**src/rtl/snake_pkg.sv**
```systemverilog
`default_nettype none
// ============================================================================
// Module      : snake_pkg
// Description : Shared direction encodings, scan codes and frame-state type
//               for the PS/2 arrow-key decoder.
// Revision    : 1.0 - initial release
// ============================================================================
package snake_pkg;

    typedef enum logic [1:0] {
        DIR_UP    = 2'b00,
        DIR_RIGHT = 2'b01,
        DIR_DOWN  = 2'b10,
        DIR_LEFT  = 2'b11
    } dir_t;

    typedef enum logic [1:0] {
        ST_IDLE   = 2'd0,
        ST_DATA   = 2'd1,
        ST_PARITY = 2'd2,
        ST_STOP   = 2'd3
    } frame_state_t;

    localparam logic [7:0] SC_EXT   = 8'hE0;
    localparam logic [7:0] SC_BREAK = 8'hF0;
    localparam logic [7:0] SC_UP    = 8'h75;
    localparam logic [7:0] SC_RIGHT = 8'h74;
    localparam logic [7:0] SC_DOWN  = 8'h72;
    localparam logic [7:0] SC_LEFT  = 8'h6B;
    localparam logic [7:0] SC_ENTER = 8'h5A;
    localparam logic [7:0] SC_ESC   = 8'h76;
    localparam logic [7:0] SC_P     = 8'h4D;

    function automatic logic is_arrow(input logic [7:0] code);
        return (code == SC_UP) || (code == SC_RIGHT) ||
               (code == SC_DOWN) || (code == SC_LEFT);
    endfunction

    function automatic dir_t arrow_dir(input logic [7:0] code);
        dir_t d;
        case (code)
            SC_UP:    d = DIR_UP;
            SC_RIGHT: d = DIR_RIGHT;
            SC_DOWN:  d = DIR_DOWN;
            default:  d = DIR_LEFT;
        endcase
        return d;
    endfunction

endpackage
`default_nettype wire

```
**src/rtl/ps2_rx_frame.sv**
```systemverilog
`default_nettype none
// ============================================================================
// Module      : ps2_rx_frame
// Description : PS/2 line synchroniser, clock glitch filter, 11-bit frame FSM
//               and mid-frame timeout. Macro PS2_PARITY_CHECK_EN enables the
//               odd-parity check.
// Revision    : 1.0 - initial release
// ============================================================================
module ps2_rx_frame
    import snake_pkg::*;
#(
    parameter int FILTER_LEN     = 8,
    parameter int TIMEOUT_CYCLES = 50000
) (
    input  logic       clk,
    input  logic       rst,
    input  logic       ps2_clk,
    input  logic       ps2_data,
    output logic [7:0] data_byte,
    output logic       byte_valid,
    output logic       frame_err
);

    localparam int TW = $clog2(TIMEOUT_CYCLES + 1);

    logic [1:0]            r_clk_sync;
    logic [1:0]            r_data_sync;
    logic [FILTER_LEN-1:0] r_hist;
    logic                  r_clk_filt;
    frame_state_t          r_state;
    frame_state_t          w_state_next;
    logic [2:0]            r_bit_cnt;
    logic [7:0]            r_shift;
    logic                  r_parity;
    logic [TW-1:0]         r_idle_cnt;
    logic                  r_byte_valid;
    logic                  r_frame_err;
    logic                  w_sample;
    logic                  w_fall;
    logic                  w_timeout;
    logic                  w_parity_ok;
    logic                  w_done;
    logic                  w_err;

    assign w_sample  = r_data_sync[1];
    assign w_fall    = r_clk_filt && (r_hist == '0);
    assign w_timeout = (r_state != ST_IDLE) && !w_fall &&
                       (r_idle_cnt == TW'(TIMEOUT_CYCLES - 1));

`ifdef PS2_PARITY_CHECK_EN
    assign w_parity_ok = ^{r_shift, r_parity};
`else
    assign w_parity_ok = 1'b1;
`endif

    // Idle lines are high, so history resets to all ones to avoid a false edge.
    always_ff @(posedge clk or posedge rst) begin
        if (rst) begin
            r_clk_sync  <= 2'b11;
            r_data_sync <= 2'b11;
            r_hist      <= '1;
            r_clk_filt  <= 1'b1;
        end else begin
            r_clk_sync  <= {r_clk_sync[0], ps2_clk};
            r_data_sync <= {r_data_sync[0], ps2_data};
            r_hist      <= {r_hist[FILTER_LEN-2:0], r_clk_sync[1]};
            if (r_hist == '0) begin
                r_clk_filt <= 1'b0;
            end else if (&r_hist) begin
                r_clk_filt <= 1'b1;
            end
        end
    end

    always_ff @(posedge clk or posedge rst) begin
        if (rst) begin
            r_state <= ST_IDLE;
        end else begin
            r_state <= w_state_next;
        end
    end

    always_comb begin
        w_state_next = r_state;
        if (w_timeout) begin
            w_state_next = ST_IDLE;
        end else if (w_fall) begin
            case (r_state)
                ST_IDLE:   if (!w_sample) w_state_next = ST_DATA;
                ST_DATA:   if (r_bit_cnt == 3'd7) w_state_next = ST_PARITY;
                ST_PARITY: w_state_next = ST_STOP;
                default:   w_state_next = ST_IDLE;
            endcase
        end
    end

    always_comb begin
        w_done = 1'b0;
        w_err  = w_timeout;
        if (w_fall && (r_state == ST_STOP)) begin
            w_done = w_sample && w_parity_ok;
            w_err  = !(w_sample && w_parity_ok);
        end
    end

    always_ff @(posedge clk or posedge rst) begin
        if (rst) begin
            r_bit_cnt    <= 3'd0;
            r_shift      <= 8'd0;
            r_parity     <= 1'b0;
            r_idle_cnt   <= '0;
            r_byte_valid <= 1'b0;
            r_frame_err  <= 1'b0;
        end else begin
            r_byte_valid <= w_done;
            r_frame_err  <= w_err;
            if ((r_state == ST_IDLE) || w_fall) begin
                r_idle_cnt <= '0;
            end else begin
                r_idle_cnt <= r_idle_cnt + 1'b1;
            end
            if (w_fall) begin
                case (r_state)
                    ST_IDLE: r_bit_cnt <= 3'd0;
                    ST_DATA: begin
                        r_shift   <= {w_sample, r_shift[7:1]};
                        r_bit_cnt <= r_bit_cnt + 3'd1;
                    end
                    ST_PARITY: r_parity <= w_sample;
                    default: ;
                endcase
            end
        end
    end

    assign data_byte  = r_shift;
    assign byte_valid = r_byte_valid;
    assign frame_err  = r_frame_err;

endmodule
`default_nettype wire

```
**src/rtl/ps2_direction_decoder.sv**
```systemverilog
`default_nettype none
// ============================================================================
// Module      : ps2_direction_decoder
// Description : Decodes PS/2 scan codes into arrow direction and game control
//               levels. Macro PS2_PARITY_CHECK_EN enables parity rejection.
// Revision    : 1.0 - initial release
// ============================================================================
module ps2_direction_decoder
    import snake_pkg::*;
#(
    parameter int FILTER_LEN     = 8,
    parameter int TIMEOUT_CYCLES = 50000
) (
    input  logic       clk,
    input  logic       rst,
    input  logic       ps2_clk,
    input  logic       ps2_data,
    output logic [1:0] direction,
    output logic       Keypressed,
    output logic       start,
    output logic       pause,
    output logic       esc,
    output logic       frame_err
);

    logic [7:0] w_byte;
    logic       w_byte_valid;
    logic       r_ext;
    logic       r_brk;
    dir_t       r_dir;
    logic       r_key;
    logic       r_start;
    logic       r_pause;
    logic       r_esc;

    ps2_rx_frame #(
        .FILTER_LEN     (FILTER_LEN),
        .TIMEOUT_CYCLES (TIMEOUT_CYCLES)
    ) u_rx (
        .clk        (clk),
        .rst        (rst),
        .ps2_clk    (ps2_clk),
        .ps2_data   (ps2_data),
        .data_byte  (w_byte),
        .byte_valid (w_byte_valid),
        .frame_err  (frame_err)
    );

    // Prefix bytes only set flags; any other byte consumes and clears them.
    always_ff @(posedge clk or posedge rst) begin
        if (rst) begin
            r_ext   <= 1'b0;
            r_brk   <= 1'b0;
            r_dir   <= DIR_RIGHT;
            r_key   <= 1'b0;
            r_start <= 1'b0;
            r_pause <= 1'b0;
            r_esc   <= 1'b0;
        end else if (w_byte_valid) begin
            if (w_byte == SC_EXT) begin
                r_ext <= 1'b1;
            end else if (w_byte == SC_BREAK) begin
                r_brk <= 1'b1;
            end else begin
                r_ext <= 1'b0;
                r_brk <= 1'b0;
                if (r_ext) begin
                    if (is_arrow(w_byte)) begin
                        if (!r_brk) begin
                            r_dir <= arrow_dir(w_byte);
                            r_key <= 1'b1;
                        end else if (arrow_dir(w_byte) == r_dir) begin
                            r_key <= 1'b0;
                        end
                    end
                end else if (!r_brk) begin
                    case (w_byte)
                        SC_ENTER: r_start <= 1'b1;
                        SC_ESC: begin
                            r_start <= 1'b0;
                            r_pause <= 1'b0;
                            r_esc   <= 1'b1;
                        end
                        SC_P: if (r_start) r_pause <= ~r_pause;
                        default: ;
                    endcase
                end else if (w_byte == SC_ESC) begin
                    r_esc <= 1'b0;
                end
            end
        end
    end

    assign direction  = r_dir;
    assign Keypressed = r_key;
    assign start      = r_start;
    assign pause      = r_pause;
    assign esc        = r_esc;

endmodule
`default_nettype wire

```
**config.mk**
```make
export PLATFORM = sky130hd
export DESIGN_NAME = ps2_direction_decoder
export DESIGN_NICKNAME = d
export VERILOG_FILES = /design/src/rtl/snake_pkg.sv /design/src/rtl/ps2_rx_frame.sv /design/src/rtl/ps2_direction_decoder.sv
export SDC_FILE = /design/constraint.sdc
export NUM_CORES = 1
export LEC_CHECK = 0
export BUFFER_PORTS_ARGS = -buffer_cell sky130_fd_sc_hd__buf_2
export CORE_ASPECT_RATIO = 1.4
export CORE_MARGIN = 4
export CORE_UTILIZATION = 45
export CTS_CLUSTER_DIAMETER = 60
export CTS_CLUSTER_SIZE = 28
export DETAILED_ROUTE_END_ITERATION = 10
export HOLD_SLACK_MARGIN = 0.05
export PLACE_DENSITY = 0.68
export SETUP_SLACK_MARGIN = 0.02
export SYNTH_ARGS = -nofsm -noshare
export SYNTH_HDL_FRONTEND = slang
export SYNTH_SLANG_ARGS = --single-unit
```
**constraint.sdc**
```tcl
create_clock -name clk -period 1.7 [get_ports clk]
set_input_delay 0.34 -clock clk [delete_from_list [all_inputs] [get_ports clk]]
set_output_delay 0.34 -clock clk [all_outputs]
set_load 0.005 [all_outputs]
```
======== Yosys cells after proc, flatten, opt, wreduce, memory -nomap -nowiden ========
Index checks and enable logic that the tools add are counted.
storage, ports and cells
  register bits ........................... 52
  latch bits .............................. 0
  memory bits (writable) .................. 0
  memory bits (read-only) ................. 0
  output and inout port bits .............. 7
  memories kept ........................... 0
operators by class
  add/sub/neg operators ................... 2
  multiply operators ...................... 0
  divide/modulo/power cells ............... 0
  order comparisons ....................... 0
  eq/ne operators ......................... 20
  shift operators ......................... 0
  multiplexer cells ....................... 29
  bitwise logic cells ..................... 5
  reduce and logical (&&, ||, !) cells .... 29
operators with widths
  kind                                                  number
  equality test 8 x 7 -> 1 bit (second input constant)  7
  2-to-1 mux 2 bit                                      10
  AND reduction 6 bit                                   3
  adder 16 x 1 -> 16 bit (second input constant)        1
  equality test 16 bit (second input constant)          1
  equality test 8 bit (second input constant)           2
  2-to-1 mux 16 bit                                     1
  2-to-1 mux 1 bit                                      13
  case mux 2 bit (3 select lines)                       2
  nonzero test 2 bit                                    6
  zero test 8 bit                                       1
  AND reduction 2 bit                                   4
  AND reduction 8 bit                                   1
  AND reduction 7 bit                                   1
  case mux 3 bit (2 select lines)                       1
  inverter 1 bit                                        5
  AND reduction 5 bit                                   1
  equality test 2 bit (second input constant)           2
  logical AND 1 bit                                     4
  logical OR 1 bit                                      4
  inequality test 2 bit (second input constant)         2
  case mux 1 bit (2 select lines)                       2
  adder 3 x 1 -> 3 bit (second input constant)          1
  equality test 3 bit (second input constant)           1
  other kinds (8)                                       9

======== Logic depth before layout (Yosys ltp) ========
  depth after elaboration ................. 12
  mapped depth ............................ 7
  gate-level depth less buffers ........... 6

======== Cells and area by module ========
From an unflattened synthesis, not the netlist that was laid out.
unflattened totals
  cell total of the unflattened synthesis .. 221
  area, all modules ....................... 2572.5 um2
modules (own cells, without submodules)
  module                 times used  cells an instance  area an instance (um2)  sequential area each (um2)
  ps2_rx_frame           1           155                1951.9                  1117.3
  ps2_direction_decoder  1           66                 620.6                   201.4

======== Least setup slack after synthesis ========
OpenSTA, ideal clock, no wires.
  path type ............................... flip-flop to flip-flop
  from .................................... register u_rx.r_shift[2] (netlist: u_rx.data_byte[2])
  to ...................................... register r_dir[1] (netlist: direction[1])
  library setup time ...................... 0.125 ns
  arrival time ............................ 1.586 ns
  required time ........................... 1.575 ns
  slack ................................... -0.011 ns
  cell stages (with the launch flop) ...... 6
  period minus slack after synthesis ...... 1.711 ns
  cell sequence ........................... dfrtp_1 -> buf_2 -> or2_4 -> o41ai_4 -> or3_4 -> mux2_4
on the way
  longest elaborated chain between the ends .. 5
  elaborated cells between the ends (all ways) .. 13
ends and longest elaborated chain
  element                        line                              RTL
  from (decl)                    ps2_rx_frame.sv:33                logic [7:0] r_shift;
  from (signal assigned)         ps2_rx_frame.sv:126               r_shift <= {w_sample, r_shift[7:1]};
  equality test 8 x 7 -> 1 bit   snake_pkg.sv:35, snake_pkg.sv:41
  logical OR 1 bit (2 in a row)  snake_pkg.sv:35                   return (code == SC_UP) || (code == SC_RIGHT) ||
  logical OR 1 bit               snake_pkg.sv:36                   (code == SC_DOWN) || (code == SC_LEFT);
  AND reduction 6 bit (no line)  --
  to (signal assigned)           ps2_direction_decoder.sv:70       r_dir <= arrow_dir(w_byte);
  to (decl)                      ps2_direction_decoder.sv:30       dir_t r_dir;
Parallel ways exist; a longest one is shown, timed or not.
A chain may end at the register's enable or synchronous reset.

======== Worst setup path after layout ========
  from .................................... register u_rx.r_shift[7] (netlist: u_rx.data_byte[7])
  to ...................................... register r_pause (netlist: pause)
on the way
  longest elaborated chain between the ends .. 3
  elaborated cells between the ends (all ways) .. 10
ends and longest elaborated chain
  element                                                  line                         RTL
  equality test 8 x 7 -> 1 bit (tied with other cells)     ps2_direction_decoder.sv:77  case (w_byte)
  inequality test 2 bit (no line) (tied with other cells)  --
  AND reduction 7 bit (no line)                            --
  to (signal assigned)                                     ps2_direction_decoder.sv:84  SC_P: if (r_start) r_pause <= ~r_pause;
  to (decl)                                                ps2_direction_decoder.sv:33  logic r_pause;
Parallel ways exist; a longest one is shown, timed or not.

==> impl_table.tex <==
\begin{tabular}{lr}
\hline
Metric & Value \\
\hline
\multicolumn{2}{l}{\textbf{Run status}} \\
\quad Outcome & complete, no violations \\
\multicolumn{2}{l}{\textbf{Place}} \\
\quad Number of port buffers & 10 \\
\quad Placed cell areas & 2736 µm² \\
\quad HPWL reported at the end of detailed placement & approximately 3.1 mm \\
\quad Final Wtd Congestion & between 0.8 and 0.9 \\
\multicolumn{2}{l}{\textbf{Power}} \\
\quad Total power per unit cell area & between 800 and 900 nW/µm² \\
\quad IR drop worst, VDD & 0.0008344 V \\
\quad Design Power & 2.469 mW \\
\quad Leakage power & about 1.3 nW \\
\multicolumn{2}{l}{\textbf{Clock network}} \\
\quad Clock tree from TritonCTS & built \\
\quad Clk buf depth & 2 \\
\quad Root buffer cell & sky130\_fd\_sc\_hd\_\_clkbuf\_8 \\
\quad Clock slew at the register clock pins of the worst setup and hold paths & 0.10 ns \\
\quad Clock Sink Count & 52 \\
\quad CTS HTree Levels & 2 \\
\quad Number of buffers added by the clock tree synthesis step & 5 \\
\quad Clk Latency, worst-skew pair & $\sim$0.31 ns \\
\multicolumn{2}{l}{\textbf{STA}} \\
\quad Max Transition Viols Final & 0 \\
\quad Final period util & 99.62\% \\
\quad Setup Viol. Count Final & 0 \\
\quad RSZ-0062 raised after global routing & true \\
\quad Relative slew slack & 72.80\% \\
\quad Worst Clk Skew & approximately 0.008 ns \\
\quad Highest Clock Rate & 590.5 MHz \\
\quad Final hold violation count & 0 \\
\quad Time the worst path needs with I/O delays and setup & around 1.7 ns \\
\quad Worst-Margin Slew & 0.4026 ns \\
\multicolumn{2}{l}{\textbf{Cells and area}} \\
\quad Antenna cells & 0 \\
\quad Number of fillers in the final layout & 462 \\
\quad Post-layout nets & 259 \\
\quad Layout Area Growth over Synthesis & 18.91\% \\
\quad Footprint of the multi-input gates & 1126 µm² \\
\quad Final design area excluding fillers & 2943 µm² \\
\quad Ratio of cells with drive above 1 in the final layout & $\sim$31\% \\
\quad Area used by sequential logic in the layout & 1320 µm² \\
\multicolumn{2}{l}{\textbf{GRT}} \\
\quad Number of global-route vias before repair & 1,802 \\
\quad Aggregate global routing overflow & 0 \\
\quad Number of antenna violations at the first check in global routing & 0 \\
\quad Total routing usage reported by global routing & between 10\% and 20\% \\
\quad Wire length of the first global-routing pass & 7.969 mm \\
\quad Largest net degree at the start of global routing & 53 \\
\multicolumn{2}{l}{\textbf{Worst setup path}} \\
\quad Launching element of the worst setup path & u\_rx.data\_byte[7] \\
\quad Reg-to-Reg Start & u\_rx.data\_byte[7] \\
\quad Critical Setup Path Class & reg2reg \\
\quad CP Data Required Time & 1.89 ns \\
\quad Data arrival time of the critical path & 1.88 ns \\
\quad Critical-path top delay cell & sky130\_fd\_sc\_hd\_\_dfrtp\_2 \\
\quad R2R cell count & 5 \\
\quad Startpoint type of the worst setup path & flip-flop \\
\quad Largest stage delay, worst path & 0.45 ns \\
\quad Chain of cells forming the critical path & nor4bb\_1 > and4\_1 > a21oi\_1 > o41ai\_1 > o21ai\_1 \\
\quad Critical path fanouts, max & 4 \\
\quad Sort of element at the end of the critical path & flip-flop \\
\multicolumn{2}{l}{\textbf{Routing}} \\
\quad Via density per instance & 5.289 \\
\quad Post-DR wirelength/cell & 13.98 µm \\
\quad Detailed Route WL & approximately 4.4 mm \\
\quad DRC marker count from the first detailed-route iteration & 33 \\
\quad DR pass1 iterations & 4 \\
\quad DRC Markers & 0 \\
\quad Antenna Nets Post-Route & 0 \\
\quad Detailed-route via count & 1,666 \\
\multicolumn{2}{l}{\textbf{Synthesis}} \\
\quad Primary FF master, synth & sky130\_fd\_sc\_hd\_\_dfrtp\_1 \\
\quad Synth cell types & 46 \\
\quad Share of synthesized flip-flops with an asynchronous set or reset & 100.0\% \\
\quad Mux cell area share after synthesis & 5.511\% \\
\quad Main area contributors after synthesis & sky130\_fd\_sc\_hd\_\_dfrtp\_1 (38\%), sky130\_fd\_sc\_hd\_\_dfstp\_2 (15\%), sky130\_fd\_sc\_hd\_\_nor2\_1 (4.6\%), sky130\_fd\_sc\_hd\_\_mux2\_4 (4.2\%), sky130\_fd\_sc\_hd\_\_ha\_1 (3.5\%) \\
\quad Synthesized-area fraction occupied by and/or/nand/nor cells & 20.88\% \\
\quad Synth cell count leaders & sky130\_fd\_sc\_hd\_\_dfrtp\_1 (38), sky130\_fd\_sc\_hd\_\_nor2\_1 (30), sky130\_fd\_sc\_hd\_\_dfstp\_2 (14), sky130\_fd\_sc\_hd\_\_nand2\_1 (14), sky130\_fd\_sc\_hd\_\_nand3\_1 (9) \\
\quad Post-synthesis share of cell area spent on xor and xnor gates & 5.308\% \\
\quad Share of the yosys chip area belonging to registers & 53.29\% \\
\quad Most frequently used cell type in the post-synthesis netlist & sky130\_fd\_sc\_hd\_\_dfrtp\_1 \\
\quad Synthesized-area fraction occupied by adder cells & 3.539\% \\
\quad Per-instance average area after synthesis & about 11 µm² \\
\quad Post-Synthesis Cells & roughly 220 \\
\quad Post-Synthesis Cell Area & 2475 µm² \\
\quad Biggest area consumer among synthesized cells & sky130\_fd\_sc\_hd\_\_dfrtp\_1 \\
\quad Largest family of logic cells by synthesized area & simple AND/OR/NAND/NOR gates \\
\quad Area share of the largest cell type after synthesis & 38.42\% \\
\quad Post-synthesis compound-gate area fraction & 8.696\% \\
\quad Synth Warn \# & 0 \\
\quad FF+latch count, synth & between 50 and 60 \\
\quad Synthesized netlist net count & between 200 and 250 \\
\quad EDFF count, synth & 0 \\
\multicolumn{2}{l}{\textbf{Job}} \\
\quad Count of maximum capacitance violations & 0 \\
\multicolumn{2}{l}{\textbf{Floorplanning}} \\
\quad Ports placed on the boundary & 11 \\
\quad Die area & about 6800 µm² \\
\quad Core footprint & $\sim$5200 µm² \\
\quad Initial core utilization & a little under half \\
\quad Vertical die dimension & 95.75 µm \\
\quad Die width & 70.68 µm \\
\quad FP Rows & 31 \\
\multicolumn{2}{l}{\textbf{Min path}} \\
\quad Min-Delay Path Class & in2async \\
\hline
\end{tabular}
[state kept, by name, summed over array words and instances, names as in the netlist]
signal and flops:
u_rx.r_idle_cnt 16, u_rx.data_byte 8, u_rx.r_hist 8, u_rx.r_bit_cnt 3
direction 2, u_rx.r_clk_sync 2, u_rx.r_data_sync 2, u_rx.r_state 2
Keypressed 1, esc 1, pause 1, r_brk 1
r_ext 1, start 1, u_rx.byte_valid 1, u_rx.frame_err 1
u_rx.r_clk_filt 1
[kinds of logic after synthesis]
kind of cell	after synthesis
adders and majority gates	7
DFF	52
xor gates and xnor gates	15
buffers and inverters	14
AOI/OAI and AO/OA	30
muxes	10
and+or+nand+nor	89
[worst paths after layout]
| path | endpoint | slack (ns) |
|---|---|---|
| worst min-delay path | direction[1] | 0.06 |
| max in group asynchronous | u_rx.r_data_sync[0] | 1.35 |
| min in group clk | u_rx.r_data_sync[0] | 0.13 |
| worst max register to register | pause | 0.007 |
| worst max-delay path | pause | 0.007 |
| worst min register to register | u_rx.r_clk_sync[1] | 0.36 |
[final cells by class]
type                            instances  area share (%)
Clock buffer                            5           2.338
Clock inverter                          3           3.061
Sequential cell                        52           44.86
Timing Repair Buffer                   30           7.653
Multi-Input combinational cell        151           38.27
Tap cell                               66           2.806
Inverter                                8           1.020
[report_power, final]
| group | switching, mW | internal (mW) | leakage [nW] |
|---|---|---|---|
| sequential | 0.0170 | 1.27 | 0.676 |
| clock | 0.403 | 0.736 | 0.0784 |
| combinational | 0.0303 | 0.0143 | 0.545 |
| total | 0.451 | 2.02 | 1.30 |
[per-stage QoR]
stage               TNS [ns]  utilization, %  hold slack (ns)  setup WS, ns  cells
finish                     0           56.20          0.06224      0.006521    315
global route         -0.1668           56.20          0.07329      -0.05806    315
CTS                        0           55.29          0.07004       0.02620    314
detailed placement         0           52.26           0.3478       0.03716    306
global placement           0           52.26           0.3459       0.05042    306
floorplan                  0               -           0.3445       0.04374    217
[layer usage]
| metal | wire, µm | vias up | GRT usage, % |
|---|---|---|---|
| met3 | 103 | 8 | 2.821 |
| met5 | 0 | - | 0 |
| met4 | 97 | 0 | 6.583 |
| met1 | 1890 | 816 | 16.08 |
| li1 | - | 823 | - |
| met2 | 2312 | 19 | 28.20 |
[critical path, delay by kind of cell (launching register included)]
family             cells  cell delay, ns
DFF                    1            0.45
and+or+nand+nor        2            0.70
AOI/OAI and AO/OA      3            0.43
[layout by cell type (no fill, tap or decap), drive strengths merged]
| cell type | count |
|---|---|
| and4 | 2 |
| a21oi | 8 |
| or3b | 1 |
| ha | 7 |
| o21ai | 10 |
| nor2 | 30 |
| nand3 | 9 |
| inv | 8 |
| nor2b | 2 |
| or2 | 1 |
| o41ai | 2 |
| xnor2 | 7 |
| and2 | 1 |
| nand4 | 5 |
| clkbuf | 5 |
| bufinv | 3 |
| or4b | 1 |
| a211oi | 1 |
| xor2 | 8 |
| dfrtp | 38 |
| nor4 | 5 |
| a32o | 3 |
| nor3 | 4 |
| nand4b | 1 |
| o22a | 1 |
| nand3b | 2 |
| buf | 30 |
| nor4b | 1 |
| dfstp | 14 |
| or3 | 1 |
| nand2 | 15 |
| mux2i | 2 |
| nor4bb | 1 |
| a41o | 1 |
| and3 | 3 |
| a31oi | 2 |
| nand2b | 4 |
| o211ai | 2 |
| mux2 | 8 |
[timing repair]
action / 4_1_cts / 5_1_grt
buffers inserted: 0 / 1
endpoints found under the setup margin: 0 / 29
hold buffers: 0 / 0
gates resized for setup: 0 / 7
endpoints found under the hold margin: 0 / 0
No activity file was read; power rests on OpenSTA's default activity.
